--- config.mk ---
export PLATFORM = sky130hd
export DESIGN_NAME = sc_readback_receiver
export DESIGN_NICKNAME = d
export VERILOG_FILES = /design/src/rtl/sc_frame_pkg.sv /design/src/rtl/sc_rb_compare.sv /design/src/rtl/sc_readback_receiver.sv
export SDC_FILE = /design/constraint.sdc
export NUM_CORES = 2
export LEC_CHECK = 0
export ABC_AREA = 0
export BUFFER_PORTS_ARGS = -buffer_cell sky130_fd_sc_hd__buf_2
export CAP_MARGIN = 10
export CORE_MARGIN = 4
export CORE_UTILIZATION = 49
export DETAILED_ROUTE_END_ITERATION = 7
export PLACE_DENSITY = 0.77
export RECOVER_POWER = 25
export SYNTH_ARGS = -nofsm -noshare
export SYNTH_HDL_FRONTEND = slang
export SYNTH_SLANG_ARGS = --single-unit
export TNS_END_PERCENT = 30
--- constraint.sdc ---
create_clock -name clk -period 4.7 [get_ports clk]
set_input_delay 0 -clock clk [delete_from_list [all_inputs] [get_ports clk]]
set_output_delay 0 -clock clk [all_outputs]
set_load 0.02 [all_outputs]
--- src/rtl/sc_frame_pkg.sv ---
// Shared MAROC slow-control frame definitions: frame length, field map and
// readback receiver state encodings. Used by both the transmitter and receiver.
package sc_frame_pkg;

    localparam int unsigned FRAME_LEN      = 829;
    localparam int unsigned RB_CNT_W       = 10;
    localparam int unsigned RB_TIMEOUT     = 1023;

    localparam int unsigned DAC2_LSB       = 3;
    localparam int unsigned DAC2_W         = 10;
    localparam int unsigned DAC1_LSB       = 13;
    localparam int unsigned DAC1_W         = 10;
    localparam int unsigned MASK_OR_LSB    = 27;
    localparam int unsigned MASK_OR_W      = 128;
    localparam int unsigned GLOBAL_CFG_LSB = 155;
    localparam int unsigned GLOBAL_CFG_W   = 34;
    localparam int unsigned GAIN_LSB       = 189;
    localparam int unsigned GAIN_W         = 576;
    localparam int unsigned CTEST_LSB      = 765;
    localparam int unsigned CTEST_W        = 64;

    typedef logic [1:0] sc_rb_state_t;

    localparam sc_rb_state_t ST_IDLE    = 2'd0;
    localparam sc_rb_state_t ST_CAPTURE = 2'd1;
    localparam sc_rb_state_t ST_DONE    = 2'd2;

    function automatic int unsigned field_msb(input int unsigned lsb, input int unsigned width);
        return lsb + width - 1;
    endfunction

endpackage

--- src/rtl/sc_rb_compare.sv ---
// Serial readback checker: counts bits differing from the expected frame
// (saturating) and records the index of the first differing bit.
module sc_rb_compare #(
    parameter int unsigned CNT_W = 10
) (
    input  logic             clk,
    input  logic             rst,
    input  logic             i_clear,
    input  logic             i_sample,
    input  logic             i_last,
    input  logic             i_bit,
    input  logic             i_exp_bit,
    input  logic [CNT_W-1:0] i_idx,
    output logic             o_match,
    output logic [CNT_W-1:0] o_mismatch_cnt,
    output logic [CNT_W-1:0] o_first_err_idx
);

    logic             w_diff;
    logic [CNT_W-1:0] r_cnt;
    logic [CNT_W-1:0] r_first;
    logic             r_match;

    assign w_diff = i_bit ^ i_exp_bit;

    always_ff @(posedge clk) begin
        if (rst) begin
            r_match <= 1'b0;
            r_cnt   <= '0;
            r_first <= '1;
        end else if (i_clear) begin
            r_match <= 1'b0;
            r_cnt   <= '0;
            r_first <= '1;
        end else if (i_sample) begin
            if (w_diff) begin
                if (r_cnt != '1) begin
                    r_cnt <= r_cnt + 1'b1;
                end
                if (r_cnt == '0) begin
                    r_first <= i_idx;
                end
            end
            // Final bit is folded in here so match is ready alongside frame_valid
            if (i_last) begin
                r_match <= (r_cnt == '0) && !w_diff;
            end
        end
    end

    assign o_match         = r_match;
    assign o_mismatch_cnt  = r_cnt;
    assign o_first_err_idx = r_first;

endmodule

--- src/rtl/sc_readback_receiver.sv ---
// Deserializes the MAROC slow-control readback stream (LSB first) into a frame
// register. Define SC_READBACK_COMPARE_EN to add the serial compare-to-expected logic.
module sc_readback_receiver #(
    parameter int unsigned FRAME_LEN = sc_frame_pkg::FRAME_LEN,
    parameter int unsigned CNT_W     = sc_frame_pkg::RB_CNT_W,
    parameter int unsigned TIMEOUT   = sc_frame_pkg::RB_TIMEOUT
) (
    input  logic                 clk,
    input  logic                 rst,
    input  logic                 start,
    input  logic                 sd_in,
    input  logic                 sd_valid,
    output logic [FRAME_LEN-1:0] frame,
    output logic                 frame_valid,
    output logic                 busy,
    output logic [CNT_W-1:0]     bit_cnt,
    output logic                 abort,
    output logic                 timeout,
    output logic                 stray
`ifdef SC_READBACK_COMPARE_EN
    ,
    input  logic [FRAME_LEN-1:0] expected,
    output logic                 match,
    output logic [CNT_W-1:0]     mismatch_cnt,
    output logic [CNT_W-1:0]     first_err_idx
`endif
);

    import sc_frame_pkg::*;

    localparam int unsigned        IDLE_W    = $clog2(TIMEOUT + 1);
    localparam logic [CNT_W-1:0]   LAST_BIT  = CNT_W'(FRAME_LEN - 1);
    localparam logic [IDLE_W-1:0]  IDLE_LAST = IDLE_W'(TIMEOUT - 1);

    sc_rb_state_t         r_state;
    logic [FRAME_LEN-1:0] r_sr;
    logic [FRAME_LEN-1:0] r_frame;
    logic [CNT_W-1:0]     r_bit_cnt;
    logic [IDLE_W-1:0]    r_idle_cnt;
    logic                 r_abort;
    logic                 r_timeout;
    logic                 r_stray;

    logic                 w_capture;
    logic                 w_accept;
    logic                 w_last;

    assign w_capture = (r_state == ST_CAPTURE);
    assign w_accept  = w_capture && sd_valid && !start;
    assign w_last    = w_accept && (r_bit_cnt == LAST_BIT);

    always_ff @(posedge clk) begin
        if (rst) begin
            r_state    <= ST_IDLE;
            r_sr       <= '0;
            r_frame    <= '0;
            r_bit_cnt  <= '0;
            r_idle_cnt <= '0;
            r_abort    <= 1'b0;
            r_timeout  <= 1'b0;
            r_stray    <= 1'b0;
        end else begin
            r_abort   <= 1'b0;
            r_timeout <= 1'b0;
            case (r_state)
                ST_IDLE, ST_DONE: begin
                    if (start) begin
                        r_state    <= ST_CAPTURE;
                        r_sr       <= '0;
                        r_bit_cnt  <= '0;
                        r_idle_cnt <= '0;
                        r_stray    <= 1'b0;
                    end else begin
                        r_state <= ST_IDLE;
                        if (sd_valid) begin
                            r_stray <= 1'b1;
                        end
                    end
                end
                ST_CAPTURE: begin
                    // start wins over a same-cycle sd_valid; that bit is dropped
                    if (start) begin
                        r_sr       <= '0;
                        r_bit_cnt  <= '0;
                        r_idle_cnt <= '0;
                        r_abort    <= 1'b1;
                    end else if (w_accept) begin
                        r_sr       <= {sd_in, r_sr[FRAME_LEN-1:1]};
                        r_bit_cnt  <= r_bit_cnt + 1'b1;
                        r_idle_cnt <= '0;
                        if (w_last) begin
                            r_frame <= {sd_in, r_sr[FRAME_LEN-1:1]};
                            r_state <= ST_DONE;
                        end
                    end else if (r_idle_cnt == IDLE_LAST) begin
                        r_timeout  <= 1'b1;
                        r_idle_cnt <= '0;
                        r_state    <= ST_IDLE;
                    end else begin
                        r_idle_cnt <= r_idle_cnt + 1'b1;
                    end
                end
                default: begin
                    r_state <= ST_IDLE;
                end
            endcase
        end
    end

    assign frame       = r_frame;
    assign frame_valid = (r_state == ST_DONE);
    assign busy        = w_capture;
    assign bit_cnt     = r_bit_cnt;
    assign abort       = r_abort;
    assign timeout     = r_timeout;
    assign stray       = r_stray;

`ifdef SC_READBACK_COMPARE_EN
    logic w_exp_bit;

    // expected is held stable during capture, so it can be indexed serially
    assign w_exp_bit = expected[r_bit_cnt];

    sc_rb_compare #(
        .CNT_W (CNT_W)
    ) u_compare (
        .clk             (clk),
        .rst             (rst),
        .i_clear         (start),
        .i_sample        (w_accept),
        .i_last          (w_last),
        .i_bit           (sd_in),
        .i_exp_bit       (w_exp_bit),
        .i_idx           (r_bit_cnt),
        .o_match         (match),
        .o_mismatch_cnt  (mismatch_cnt),
        .o_first_err_idx (first_err_idx)
    );
`endif

endmodule

Word level (Yosys, flattened, before mapping)
Cells that the tools add are included.
{"block": "op_classes", "mul": 0, "mux": 22, "div_mod_pow": 0, "shifts": 0, "reduce_logical": 15, "n_bitwise": 2, "addsub": 2, "n_lt_le_gt_ge": 0, "n_eq_ne": 9}
{"cell": "2-to-1 mux 829 bit", "n": 3}
{"cell": "one-hot mux 829 bit (2 select lines)", "n": 1}
{"cell": "2-to-1 mux 10 bit", "n": 6}
{"cell": "one-hot mux 10 bit (2 select lines)", "n": 2}
{"cell": "adder 10 x 1 -> 10 bit, second input constant", "n": 2}
{"cell": "equality test 10 bit, second input constant", "n": 2}
{"cell": "2-to-1 mux 2 bit", "n": 4}
{"cell": "inequality test 3 x 2 -> 1 bit, second input constant", "n": 2}
{"cell": "AND reduction 3 bit", "n": 2}
{"cell": "2-to-1 mux 1 bit", "n": 5}
{"cell": "inequality test 2 bit, second input constant", "n": 2}
{"cell": "one-hot mux 2 bit (2 select lines)", "n": 1}
{"cell": "AND reduction 2 bit", "n": 2}
{"cell": "AND reduction 4 bit", "n": 1}
{"cell": "nonzero test 2 bit", "n": 2}
{"cell": "OR reduction 2 bit", "n": 2}
{"cell": "OR reduction 4 bit", "n": 1}
{"cell": "logical AND 1 bit", "n": 3}
{"cell": "inequality test 3 x 1 -> 1 bit, second input constant", "n": 1}
{"cell": "equality test 2 x 1 -> 1 bit, second input constant", "n": 1}
{"cell": "equality test 2 bit, second input constant", "n": 1}
{"cell": "logical NOT 2 bit", "n": 1}
{"cell": "inverter 1 bit", "n": 2}
{"cell": "logical NOT 1 bit", "n": 1}
{"block": "totals", "n_memories": 0, "in_bits": 5, "ramBits": 0, "rom_bits": 0, "reg_bits": 1683, "output_inout_bits": 844, "elab_cells": 58, "latchBits": 0}

Longest topological paths before layout
{"block": "depth", "ltp_word": 8, "depth_mapped": 9, "mapped_depth_nobuf": 6}

Least setup slack after synthesis
No wires, ideal clock.
{"block": "synth_path", "path_type": "reg-to-reg", "start": "reg r_bit_cnt[0], in the netlist bit_cnt[0]", "end": "reg r_frame[119], in the netlist frame[119]", "required_time_ps": 4557, "setup_ps": 143, "arrival_ps": 1889, "path_buffers": 3, "stages_incl_launch_ff": 10, "synth_period_minus_slack_ps": 2033, "path_slack_ps": 2667, "cell_sequence": "dfxtp_1 > inv_1 > ha_1 > nand4bb_1 > or4_1 > buf_4 > buf_6 > buf_6 > nand2_1 > a21oi_2"}
{"block": "synth_between", "elab_chain_len": 3}
{"element": "from (decl)", "line": "sc_readback_receiver.sv:38", "text": "logic [CNT_W-1:0] r_bit_cnt;"}
{"element": "from (signal assigned)", "line": "sc_readback_receiver.sv:89", "text": "r_bit_cnt <= r_bit_cnt + 1'b1;"}
{"element": "equality test 10 bit", "line": "sc_readback_receiver.sv:50", "text": "assign w_last = w_accept && (r_bit_cnt == LAST_BIT);"}
{"element": "logical AND 1 bit", "line": "sc_readback_receiver.sv:50"}
{"element": "AND reduction 4 bit (no source line)"}
{"element": "to (signal assigned)", "line": "sc_readback_receiver.sv:92", "text": "r_frame <= {sd_in, r_sr[FRAME_LEN-1:1]};"}
{"element": "to (decl)", "line": "sc_readback_receiver.sv:37", "text": "logic [FRAME_LEN-1:0] r_frame;"}
No other way between the ends.
A chain may end at the register's enable or synchronous reset.

==> metrics.csv <==
metric,value,unit
outcome,"complete, but fails checks",
violations,"capacitance limit, slew limit",
grt_pass1_wl,266000,microns
cts_resized,0,
synth_top_family_by_area,simple AND/OR/NAND/NOR gates,
initialDrtViolationCount,4519,
post-dp-hpwl,110000,microns
syn-cell-area,64400,sq um
rows,132,
htreeDepth,4,
rsz0062_at_grt,no,
grt_usage,23.7,%
n_antenna_cell,0,
vias_per_cell,5.25,
dr.pass1.iters,5,
seq_area_frac_synth,52.3,%
ys_ff_latch,1682,
worstPathRequired,5.32,ns
detail-route-antenna-nets,0,
wl_per_cell,17.5,microns
leakage,22.4,nW
powerDensity,396,nW/um^2
antenna_found_initial,1,
vias,51300,
synth-xor-area-share,0.218,%
critPathLaunchType,input port,
clock_sinks,1682,
clk_pin_slew_worst_paths,0.06,ns
grt_max_degree,208,
yosys.area_share.simple,22.8,%
setup_tns,0,ns
post_dp_cell_area,67700,sq um
yosysWarnings,0,
routabilityCongestion,0.860,
maxCapViolCount,1,
grt_pass1_vias,48700,
root_buffer,clkbuf_16,
crit_type,input port to flip-flop,
yosys.cell_types.count,41,
crit_path_end_kind,flip-flop,
peakVddDrop,0.000302,V
die_h,371,microns
path_buf_inv,3,
critPathArrivalTime,4.20,ns
drt_wl_total,171000,microns
synth_nets,7333,
fp.dieW,371,microns
syn2layout_area_growth,12.8,%
synth_compound_area_share,17.8,%
min_period_over_period,76.2,%
yosys.area_share.adder,0.0777,%
async_reset_ff_share,0,%
nNetsFinal,7899,
fin_area,72700,sq um
fmax,279,MHz
syn_inst,7324,
hp-class,input port to flip-flop,
slew_violations,63,
setup_viol_count_final,0,
grt.overflow.total,0,
io_pins,849,
cts_setup_buffers,0,
clk_latency,0.81,ns
cp_max_fo,175,
relSlewSlack,-69.5,%
initial_core_util,49.6,%
cpLargestDelayFamily,buffers and inverters,
clock_skew,0.0386,ns
cp_cell_sequence,dlygate4sd3_1 > clkbuf_2 > nand2b_4 > buf_12 > a21oi_1,
cts_buffer_depth,3,
slowest_stage,clkbuf_2,
numCtsBuffers,168,
syn_area_per_cell,8.79,sq um
drc,0,
worst_path_largest_cell_delay,1.78,ns
die_area,137000,sq um
ys.flop_type,dfxtp_1,
tightest_slew,2.54,ns
cts_tree,yes,
synthMuxAreaShare,0,%
fp.coreArea,130000,sq um
synth_edf_count,0,
finalHoldViolations,0,
drive_gt1_share,26.9,%
finalCriticalPeriod,3.58,ns
io_buffers,848,
## through the flow
stage          instances  setup WS [ns]  utilization, %  hold slack, ns  power [mW]
6_report            9764           1.12            55.9           0.109        28.8
5_1_grt             9764           1.01            55.9          0.0675        29.6
4_1_cts             9764           1.63            56.5          0.0355        29.0
3_5_place_dp        9456           1.67            52.1           0.293        15.3
3_3_place_gp        9456           1.74            52.1           0.279        15.3
2_1_floorplan       7324           2.67               -           0.100        15.1
## path summary, 6_finish.rpt
path | start | to | slack, ns | cells after the start
worst max-delay path | rst | r_sr[239] | 1.12 | 5
worst max register to register | r_state[0] | frame[282] | 1.36 | 5
worst min register to register | r_sr[495] | frame[494] | 0.44 | 2
worst min-delay path | start | abort | 0.11 | 3
## routing by layer
metal  global-route usage (%)  routed length [microns]  up-vias
met5                        0                        0        -
met4                     12.2                     9230        0
met3                     4.30                    11300      399
met2                     38.0                    78900     1726
met1                     30.6                    71300    24500
li1                         -                        -    24600
## cells in the final DEF, fill, tap and decap left out, drive strengths merged, types with 3 or more instances in the layout
cell type    count
nand2         3326
dfxtp         1682
a21oi         1663
clkbuf         876
buf            316
clkinv          31
nor2            21
inv             16
xnor2           15
bufinv          15
nand3            7
a211oi           7
dlygate4sd3      6
nand4            4
a2111oi          4
ha               4
clkinvlp         4
nand2b           3
## sequential cells by signal (all words and copies together), names as in the netlist
| signal | cells |
|---|---|
| r_state | 2 |
| stray | 1 |
| timeout | 1 |
| r_sr | 828 |
| r_idle_cnt | 10 |
| abort | 1 |
| bit_cnt | 10 |
| frame | 829 |
## worst min-delay path: cells and delay by family
family,cells,cell delay (ns)
buffers and inverters,2,0.72
AND/OR/NAND/NOR,1,0.14
## Yosys cell counts, drive strengths merged (2+ instances only)
cell	number	area [sq um]
nand4bb	2	22.5
buf	370	3640
nand2b	3	18.8
a2111oi	4	35.0
xnor2	15	131
ha	4	50.1
a211oi	7	52.6
a21oi	1663	11300
or3	2	12.5
a21boi	2	15.0
clkbuf	187	702
nand3	7	35.0
inv	9	33.8
nand4	4	25.0
nor4	2	27.5
dfxtp	1682	33700
nor2	21	78.8
nand2	3326	14400
## cell type report
type	count	area [sq um]
clock buffers	245	4880
clock inverters	57	832
fillers	11700	57300
inverters	9	33.8
multi-input cells	5076	26400
flip-flops and latches	1682	33700
well taps	1742	2180
repair buffers	953	4670
## logic make-up after synthesis
kind of cell             after synthesis
adder cells (fa/ha/maj)                4
AND/OR/NAND/NOR                     3373
flip-flops                          1682
XOR/XNOR                              16
buffers and inverters                566
AO/OA/AOI/OAI                       1683
## power breakdown
part	internal, mW	leakage, nW	total [mW]	switching, mW
registers	14.3	13.5	14.3	0.00532
logic	0.0943	6.08	0.727	0.633
clock network	8.07	2.79	13.8	5.70
## repair_timing
action / CTS / global route
hold buffers: 6 / 0
endpoints found under the hold margin: 86 / 0
endpoints found under the setup margin: 0 / 0
No activity file was read; power rests on OpenSTA's default activity.
